### src/rtl/warp_controller.sv
// Per-warp instruction sequencer: fetch, decode, operand request, optional LSU wait, execute, PC update.
// Latency: one state per cycle; FETCH stalls until fetch_valid (bounded by FETCH_TIMEOUT), WAIT until lsu_done.
// Backpressure: fetch_req / lsu_req are held high until their completion strobe; no other flow control.
//
// Ports:
//   clk, reset            - rising-edge clock, asynchronous active-low reset
//   start, start_pc       - launch pulse (accepted in IDLE or DONE) and entry PC
//   fetch_req/addr/valid/data - instruction fetch handshake (addr always equals pc)
//   instruction           - registered fetched word for the decoder
//   decoded_*             - decoder flags for the current instruction
//   branch_taken/target   - ALU branch resolution, sampled in EXECUTE
//   lsu_req, lsu_done     - load/store unit handshake
//   warp_state, pc, done, fetch_error, retired_count - status

`ifndef DATA_WIDTH
`define DATA_WIDTH 32
`endif

module warp_controller #(
    parameter int DATA_WIDTH    = `DATA_WIDTH,
    parameter int INSTR_WIDTH   = 32,
    parameter int FETCH_TIMEOUT = 255,
    parameter int ADDR_WIDTH    = 8
) (
    input  logic                   clk,
    input  logic                   reset,
    input  logic                   start,
    input  logic [ADDR_WIDTH-1:0]  start_pc,
    output logic                   fetch_req,
    output logic [ADDR_WIDTH-1:0]  fetch_addr,
    input  logic                   fetch_valid,
    input  logic [INSTR_WIDTH-1:0] fetch_data,
    output logic [INSTR_WIDTH-1:0] instruction,
    input  logic                   decoded_mem_access,
    input  logic                   decoded_halt,
    input  logic                   decoded_branch,
    input  logic                   branch_taken,
    input  logic [ADDR_WIDTH-1:0]  branch_target,
    output logic                   lsu_req,
    input  logic                   lsu_done,
    output logic [2:0]             warp_state,
    output logic [ADDR_WIDTH-1:0]  pc,
    output logic                   done,
    output logic                   fetch_error,
    output logic [DATA_WIDTH-1:0]  retired_count
);

    typedef enum logic [2:0] {
        WARP_IDLE    = 3'd0,
        WARP_FETCH   = 3'd1,
        WARP_DECODE  = 3'd2,
        WARP_REQUEST = 3'd3,
        WARP_WAIT    = 3'd4,
        WARP_EXECUTE = 3'd5,
        WARP_UPDATE  = 3'd6,
        WARP_DONE    = 3'd7
    } warp_state_e;

    // The counter only needs to reach FETCH_TIMEOUT-1: the stalled cycle that
    // sees that value is the last one allowed.
    localparam int CW = (FETCH_TIMEOUT > 1) ? $clog2(FETCH_TIMEOUT) : 1;
    localparam logic [CW-1:0] CNT_LAST = CW'(FETCH_TIMEOUT - 1);

    warp_state_e            state_q, state_d;
    logic [ADDR_WIDTH-1:0]  pc_q, pc_d;
    logic [ADDR_WIDTH-1:0]  npc_q, npc_d;
    logic [INSTR_WIDTH-1:0] instr_q, instr_d;
    logic [DATA_WIDTH-1:0]  ret_q, ret_d;
    logic                   err_q, err_d;
    logic [CW-1:0]          cnt_q, cnt_d;

    always_ff @(posedge clk or negedge reset) begin
        if (!reset) begin
            state_q <= WARP_IDLE;
            pc_q    <= '0;
            npc_q   <= '0;
            instr_q <= '0;
            ret_q   <= '0;
            err_q   <= 1'b0;
            cnt_q   <= '0;
        end else begin
            state_q <= state_d;
            pc_q    <= pc_d;
            npc_q   <= npc_d;
            instr_q <= instr_d;
            ret_q   <= ret_d;
            err_q   <= err_d;
            cnt_q   <= cnt_d;
        end
    end

    always_comb begin
        state_d = state_q;
        pc_d    = pc_q;
        npc_d   = npc_q;
        instr_d = instr_q;
        ret_d   = ret_q;
        err_d   = err_q;
        cnt_d   = cnt_q;

        unique case (state_q)
            WARP_IDLE, WARP_DONE: begin
                if (start) begin
                    state_d = WARP_FETCH;
                    pc_d    = start_pc;
                    ret_d   = '0;
                    err_d   = 1'b0;
                    cnt_d   = '0;
                end
            end
            WARP_FETCH: begin
                // A valid arriving on the final allowed cycle still wins.
                if (fetch_valid) begin
                    instr_d = fetch_data;
                    cnt_d   = '0;
                    state_d = WARP_DECODE;
                end else if (cnt_q == CNT_LAST) begin
                    err_d   = 1'b1;
                    cnt_d   = '0;
                    state_d = WARP_DONE;
                end else begin
                    cnt_d = cnt_q + CW'(1);
                end
            end
            WARP_DECODE: state_d = WARP_REQUEST;
            WARP_REQUEST: state_d = decoded_mem_access ? WARP_WAIT : WARP_EXECUTE;
            WARP_WAIT: begin
                if (lsu_done) state_d = WARP_EXECUTE;
            end
            WARP_EXECUTE: begin
                // Branch outcome is only valid now, so the next PC is captured
                // here and applied one cycle later in UPDATE.
                npc_d   = (decoded_branch && branch_taken) ? branch_target
                                                            : pc_q + ADDR_WIDTH'(1);
                state_d = WARP_UPDATE;
            end
            WARP_UPDATE: begin
                pc_d    = npc_q;
                ret_d   = ret_q + DATA_WIDTH'(1);
                state_d = decoded_halt ? WARP_DONE : WARP_FETCH;
            end
            default: state_d = WARP_IDLE;
        endcase
    end

    assign fetch_req     = (state_q == WARP_FETCH);
    assign lsu_req       = (state_q == WARP_WAIT);
    assign done          = (state_q == WARP_DONE);
    assign fetch_addr    = pc_q;
    assign pc            = pc_q;
    assign instruction   = instr_q;
    assign retired_count = ret_q;
    assign fetch_error   = err_q;
    assign warp_state    = state_q;

endmodule
### config.mk
export PLATFORM = sky130hd
export DESIGN_NAME = warp_controller
export DESIGN_NICKNAME = d
export VERILOG_FILES = /design/src/rtl/warp_controller.sv
export SDC_FILE = /design/constraint.sdc
export NUM_CORES = 1
export LEC_CHECK = 0
export CAP_MARGIN = 15
export CORE_MARGIN = 2
export CORE_UTILIZATION = 33
export CTS_BUF_LIST = sky130_fd_sc_hd__clkbuf_4 sky130_fd_sc_hd__clkbuf_8 sky130_fd_sc_hd__clkbuf_16
export DETAILED_ROUTE_END_ITERATION = 16
export DONT_BUFFER_PORTS = 1
export PLACE_DENSITY = 0.47
export SKIP_CTS_REPAIR_TIMING = 1
export SYNTH_ARGS = -nofsm -noshare
export SYNTH_HDL_FRONTEND = slang
export SYNTH_SLANG_ARGS = --single-unit
### constraint.sdc
create_clock -name clk -period 5.1 [get_ports clk]
set_input_delay 1.02 -clock clk [delete_from_list [all_inputs] [get_ports clk]]
set_output_delay 1.02 -clock clk [all_outputs]
set_load 0.005 [all_outputs]
Yosys cells after proc, flatten, opt, wreduce, memory -nomap -nowiden:

Cells that the tools add are included.

* bits in registers: 92
* input bits: 57
* logic and storage cells: 53

* add/sub/neg operators: 3
* muxes and demuxes: 20
* reduce and logical (&&, ||, !) cells: 10
* eq/ne operators: 13

Operators with widths (number)
* case mux 32 bit (2 select lines): 1
* two-way mux 8 bit: 5
* adder 32 x 1 -> 32 bit (second input constant): 1
* two-way mux 32 bit: 1
* case mux 8 bit (2 select lines): 2
* case mux 3 bit (7 select lines): 1
* adder 8 x 1 -> 8 bit (second input constant): 2
* two-way mux 3 bit: 5
* equality test 3 bit (second input constant): 4
* equality test 8 bit (second input constant): 1
* equality test 3 x 2 -> 1 bit (second input constant): 2
* AND reduction 2 bit: 3
* two-way mux 1 bit: 4
* != test 2 x 1 -> 1 bit (second input constant): 2
* != test 2 bit (second input constant): 2
* AND reduction 4 bit: 1
* nonzero test 2 bit: 2
* equality test 3 x 1 -> 1 bit (second input constant): 1
* logical NOT 3 bit: 1
* != test 3 x 1 -> 1 bit (second input constant): 1
* AND reduction 3 bit: 1
* case mux 1 bit (2 select lines): 1
* OR reduction 2 bit: 1
* logical AND 1 bit: 1

Depth between registers and ports, before layout:

* word-level depth: 4
* depth in mapped cells: 7

Worst setup path after synthesis:

Ideal clock, no wire load.

* kind: input -> register
* start: input start
* end: register cnt_q[6]
* slack: 2.986 ns
* setup time: 0.081 ns
* buffers on the path: 1
* arrival: 2.033 ns
* stages: 5
* cell sequence: nor2_1 -> o32a_1 -> buf_2 -> or4_1 -> a21oi_1

* cells in the longest elaborated chain, start to end: 2

RTL lines
* start, declared: line 27 `input logic start,`
* != test 2 bit (no line)
* AND reduction 2 bit (no line)
* end signal, assigned: line 88 `cnt_q <= cnt_d;`
* end, declared: line 70 `logic [CW-1:0] cnt_q, cnt_d;`

No other way between the ends.
A chain may end at the register's enable or synchronous reset.

Worst setup path in the final report:

* start: register state_q[2] (netlist: warp_state[2])
* end: register cnt_q[4]

* cells in the longest elaborated chain, start to end: 4
* elaborated cells between the ends (all ways): 8

RTL lines
* start, declared: line 64 `warp_state_e state_q, state_d;`
* start signal, assigned: line 82 `state_q <= state_d;`
* equality test 3 bit or logical NOT 3 bit (tied branches): line 101 `unique case (state_q)`
* OR reduction 2 bit: line 101
* != test 2 bit (no line) or nonzero test 2 bit (tied branches)
* AND reduction 2 bit (no line)

Several ways; a longest one is shown, not always the timed one.

==> flow_summary.toml <==
[logic_synthesis]
synth_fp_nets = 491
synth_mux_area_share_pct = 12.1
synth-compound-area-share_pct = 11.6
synth_top_family_by_area = "simple AND/OR/NAND/NOR gates"
synth-simple-area-share_pct = 18.9
ys_async_sr_fraction_pct = 100
synth_edf_count = 0
ys.warnings.count = 0
ys_seq_area_share_pct = 50.3
synthXorXnorAreaFrac_pct = 0.957
synth.cell_area_mm2 = 0.00458
yosysUniqueCellTypes = 55
synthFlopType = "dfrtp_1"
syn-mean-instance-area_um2 = 10.6
synth_fa_ha_area_share_pct = 1.09
postSynthCellCount = 430
ys_ff_latch = 92

[place]
dpl_worst_slack_ns = 2.31
dp_hpwl_mm = 7.02
port_buffers = 0
place_area_mm2 = 0.00463
gp_congestion = 0.680

[worst_setup_path]
worstRegToRegCells = 4
cp.depth = 4
reg2reg_slack_ns = 2.40
cp-endpoint = "cnt_q[4]$_DFFE_PN0P_"
critical-path-top-delay-family = "compound AO/OA/AOI/OAI gates"
crit_chain = "a21bo_2 > nand3_1 > o21ai_0 > a21oi_1"
cp-end-kind = "flip-flop"
worst_ep_arrival_time_ns = 2.89
path_class = "flip-flop to flip-flop"
path_buf_inv = 0
critPathMaxStageDelay_ns = 0.77
startpoint_type = "flip-flop"
crit_fanout = 26
rr_startpoint = "warp_state[2]$_DFFE_PN0P_"
critPathSlowestCell = "nand3_1"
crit-reg2reg-capture = "cnt_q[4]$_DFFE_PN0P_"
crit_start = "warp_state[2]$_DFFE_PN0P_"
cp.required_ns = 5.29

[drt]
via_per_inst = 5.36
wl_mm = 10.1
first_pass_iters = 4
wl_per_cell_um = 16.8
num_vias = 3204
drt_iter0_markers = 224
ant_nets = 0
drc_errors = 0

[final_layout]
syn2layout_area_growth_pct = 7.82
nFillCells = 1386
multi_input_area_mm2 = 0.00204
final_common_cell = "dfrtp_1"
nets = 474
fin_util_pct = 36.0
design_area_mm2 = 0.00493
num_antenna_cells = 0
regArea_mm2 = 0.00230
final_cell_mix = "92 x dfrtp_1, 64 x nand2_1, 33 x mux2_2"
layout-drive-gt1-share_pct = 15.1

[clock_tree]
cts-htree-levels = 3
clockBufferDepth = 2
cts.sink_count = 92
path_clk_slew_ns = 0.07
cts_tree = "built"
cts_buffers = 9
clock_latency_ns = 0.34
root_buffer = "clkbuf_16"

[die]
die_h_um = 122
die_w_um = 122
io_pins = 144
start_util_pct = 33.4
core_mm2 = 0.0137
row_count = 43
die-area_mm2 = 0.0148

[sta]
setup_viol = 0
maxSlewViolCount = 0
relSlewSlack_pct = 25.5
fin_tns_setup_ns = 0
fin_ws_ns = 2.40
finalHoldViolations = 0
fmax_mhz = 370
rsz0062_at_grt = "no"
worstMarginPinSlew_ns = 1.11
finalClockSkew_ns = 0.00945
period_minus_slack_ns = 2.70
fin_crit_sh_pct = 52.9

[grt]
gr-total-overflow = 0
grt_pass1_wl_mm = 16.2
grt_use_total_pct = 14.0
grt_pass1_vias = 3011
antenna_found_initial = 0
grt_max_degree = 93

[pwr]
ir_drop_mv = 0.317
power-per-cell-area_mw_per_mm2 = 501
cellLeakagePower_nw = 2.11

[worst_hold_path]
hold_path.class = "primary input to async pin"

[job]
max_cap_viol_count = 0

[run_status]
status = "completed"
[synthesized netlist by cell type, types with 2 or more instances]
master	instances	area, um^2
nor4_4	2	42.5
inv_1	10	37.5
and3_1	7	43.8
nor3b_1	3	22.5
and4_1	4	35.0
xnor2_1	4	35.0
buf_4	10	75.1
and2_1	4	25.0
clkbuf_1	9	33.8
mux2_2	33	372
o21ai_0	26	130
nand4_1	14	87.6
dfrtp_1	92	2300
nand2_1	64	240
a21oi_1	10	50.1
nor2_1	12	45.0
o211ai_1	4	30.0
or3_1	4	25.0
a22oi_1	8	60.1
buf_2	7	35.0
mux2i_1	16	160
or4_1	5	37.5
ha_1	4	50.1
nor3_1	6	30.0
o31ai_1	10	75.1
a31oi_1	4	25.0
mux2_1	2	22.5
buf_6	4	45.0
nor4_2	3	37.5
o41ai_1	3	26.3
nand3_1	21	105
o21bai_1	2	15.0
[final cells by class]
type / instances / area share, %
timing repair buffer: 2 / 0.304
tap: 180 / 4.57
clock buffer: 11 / 5.00
inverter: 11 / 0.837
sequential: 92 / 46.7
clock inverter: 5 / 1.22
multi-input combinational: 297 / 41.4
[where the power goes]
group | internal, mW | switching, mW
clock | 0.400 | 0.282
combinational | 0.286 | 0.304
sequential | 0.948 | 0.252
[logic make-up (layout without fill, tap and decap cells)]
logic type / after synthesis / after routing
xor+xnor: 5 / 5
compound gates: 80 / 80
mux: 51 / 51
buf+inv: 41 / 29
simple gates: 157 / 157
flops: 92 / 92
fa+ha+maj: 4 / 4
[state kept, by name, summed over array words and instances, names as in the netlist]
| register | cells |
|---|---|
| cnt_q | 8 |
| npc_q | 8 |
| fetch_addr | 8 |
| instruction | 32 |
| fetch_error | 1 |
| warp_state | 3 |
| retired_count | 32 |
[worst min-delay path by stage]
stage	from	endpoint	slack, ns
6_report	reset	instruction[28]$_DFFE_PN0P_	0.37
3_3_place_gp	npc_q[3]$_DFFE_PN0P_	npc_q[3]$_DFFE_PN0P_	0.46
3_5_place_dp	npc_q[0]$_DFFE_PN0P_	npc_q[0]$_DFFE_PN0P_	0.48
4_1_cts	reset	instruction[28]$_DFFE_PN0P_	0.35
2_1_floorplan	npc_q[0]$_DFFE_PN0P_	npc_q[0]$_DFFE_PN0P_	0.45
5_1_grt	reset	instruction[28]$_DFFE_PN0P_	0.34
[routing by layer]
layer / wire length (um) / GRT usage (%) / up-vias
li1: - / - / 1543
met1: 4600 / 18.9 / 1535
met2: 4500 / 20.2 / 118
met3: 835 / 4.68 / 8
met4: 121 / 6.39 / 0
met5: 0 / 0 / -
[stage by stage]
| stage | hold WS, ns | cells | total power, mW |
|---|---|---|---|
| 2_1_floorplan | 0.450 | 430 | 1.73 |
| 3_3_place_gp | 0.464 | 581 | 1.79 |
| 3_5_place_dp | 0.476 | 582 | 1.82 |
| 4_1_cts | 0.349 | 598 | 2.52 |
| 5_1_grt | 0.344 | 598 | 2.66 |
| 6_report | 0.370 | 598 | 2.47 |
Note: power is estimated with default switching activity, not from simulation.
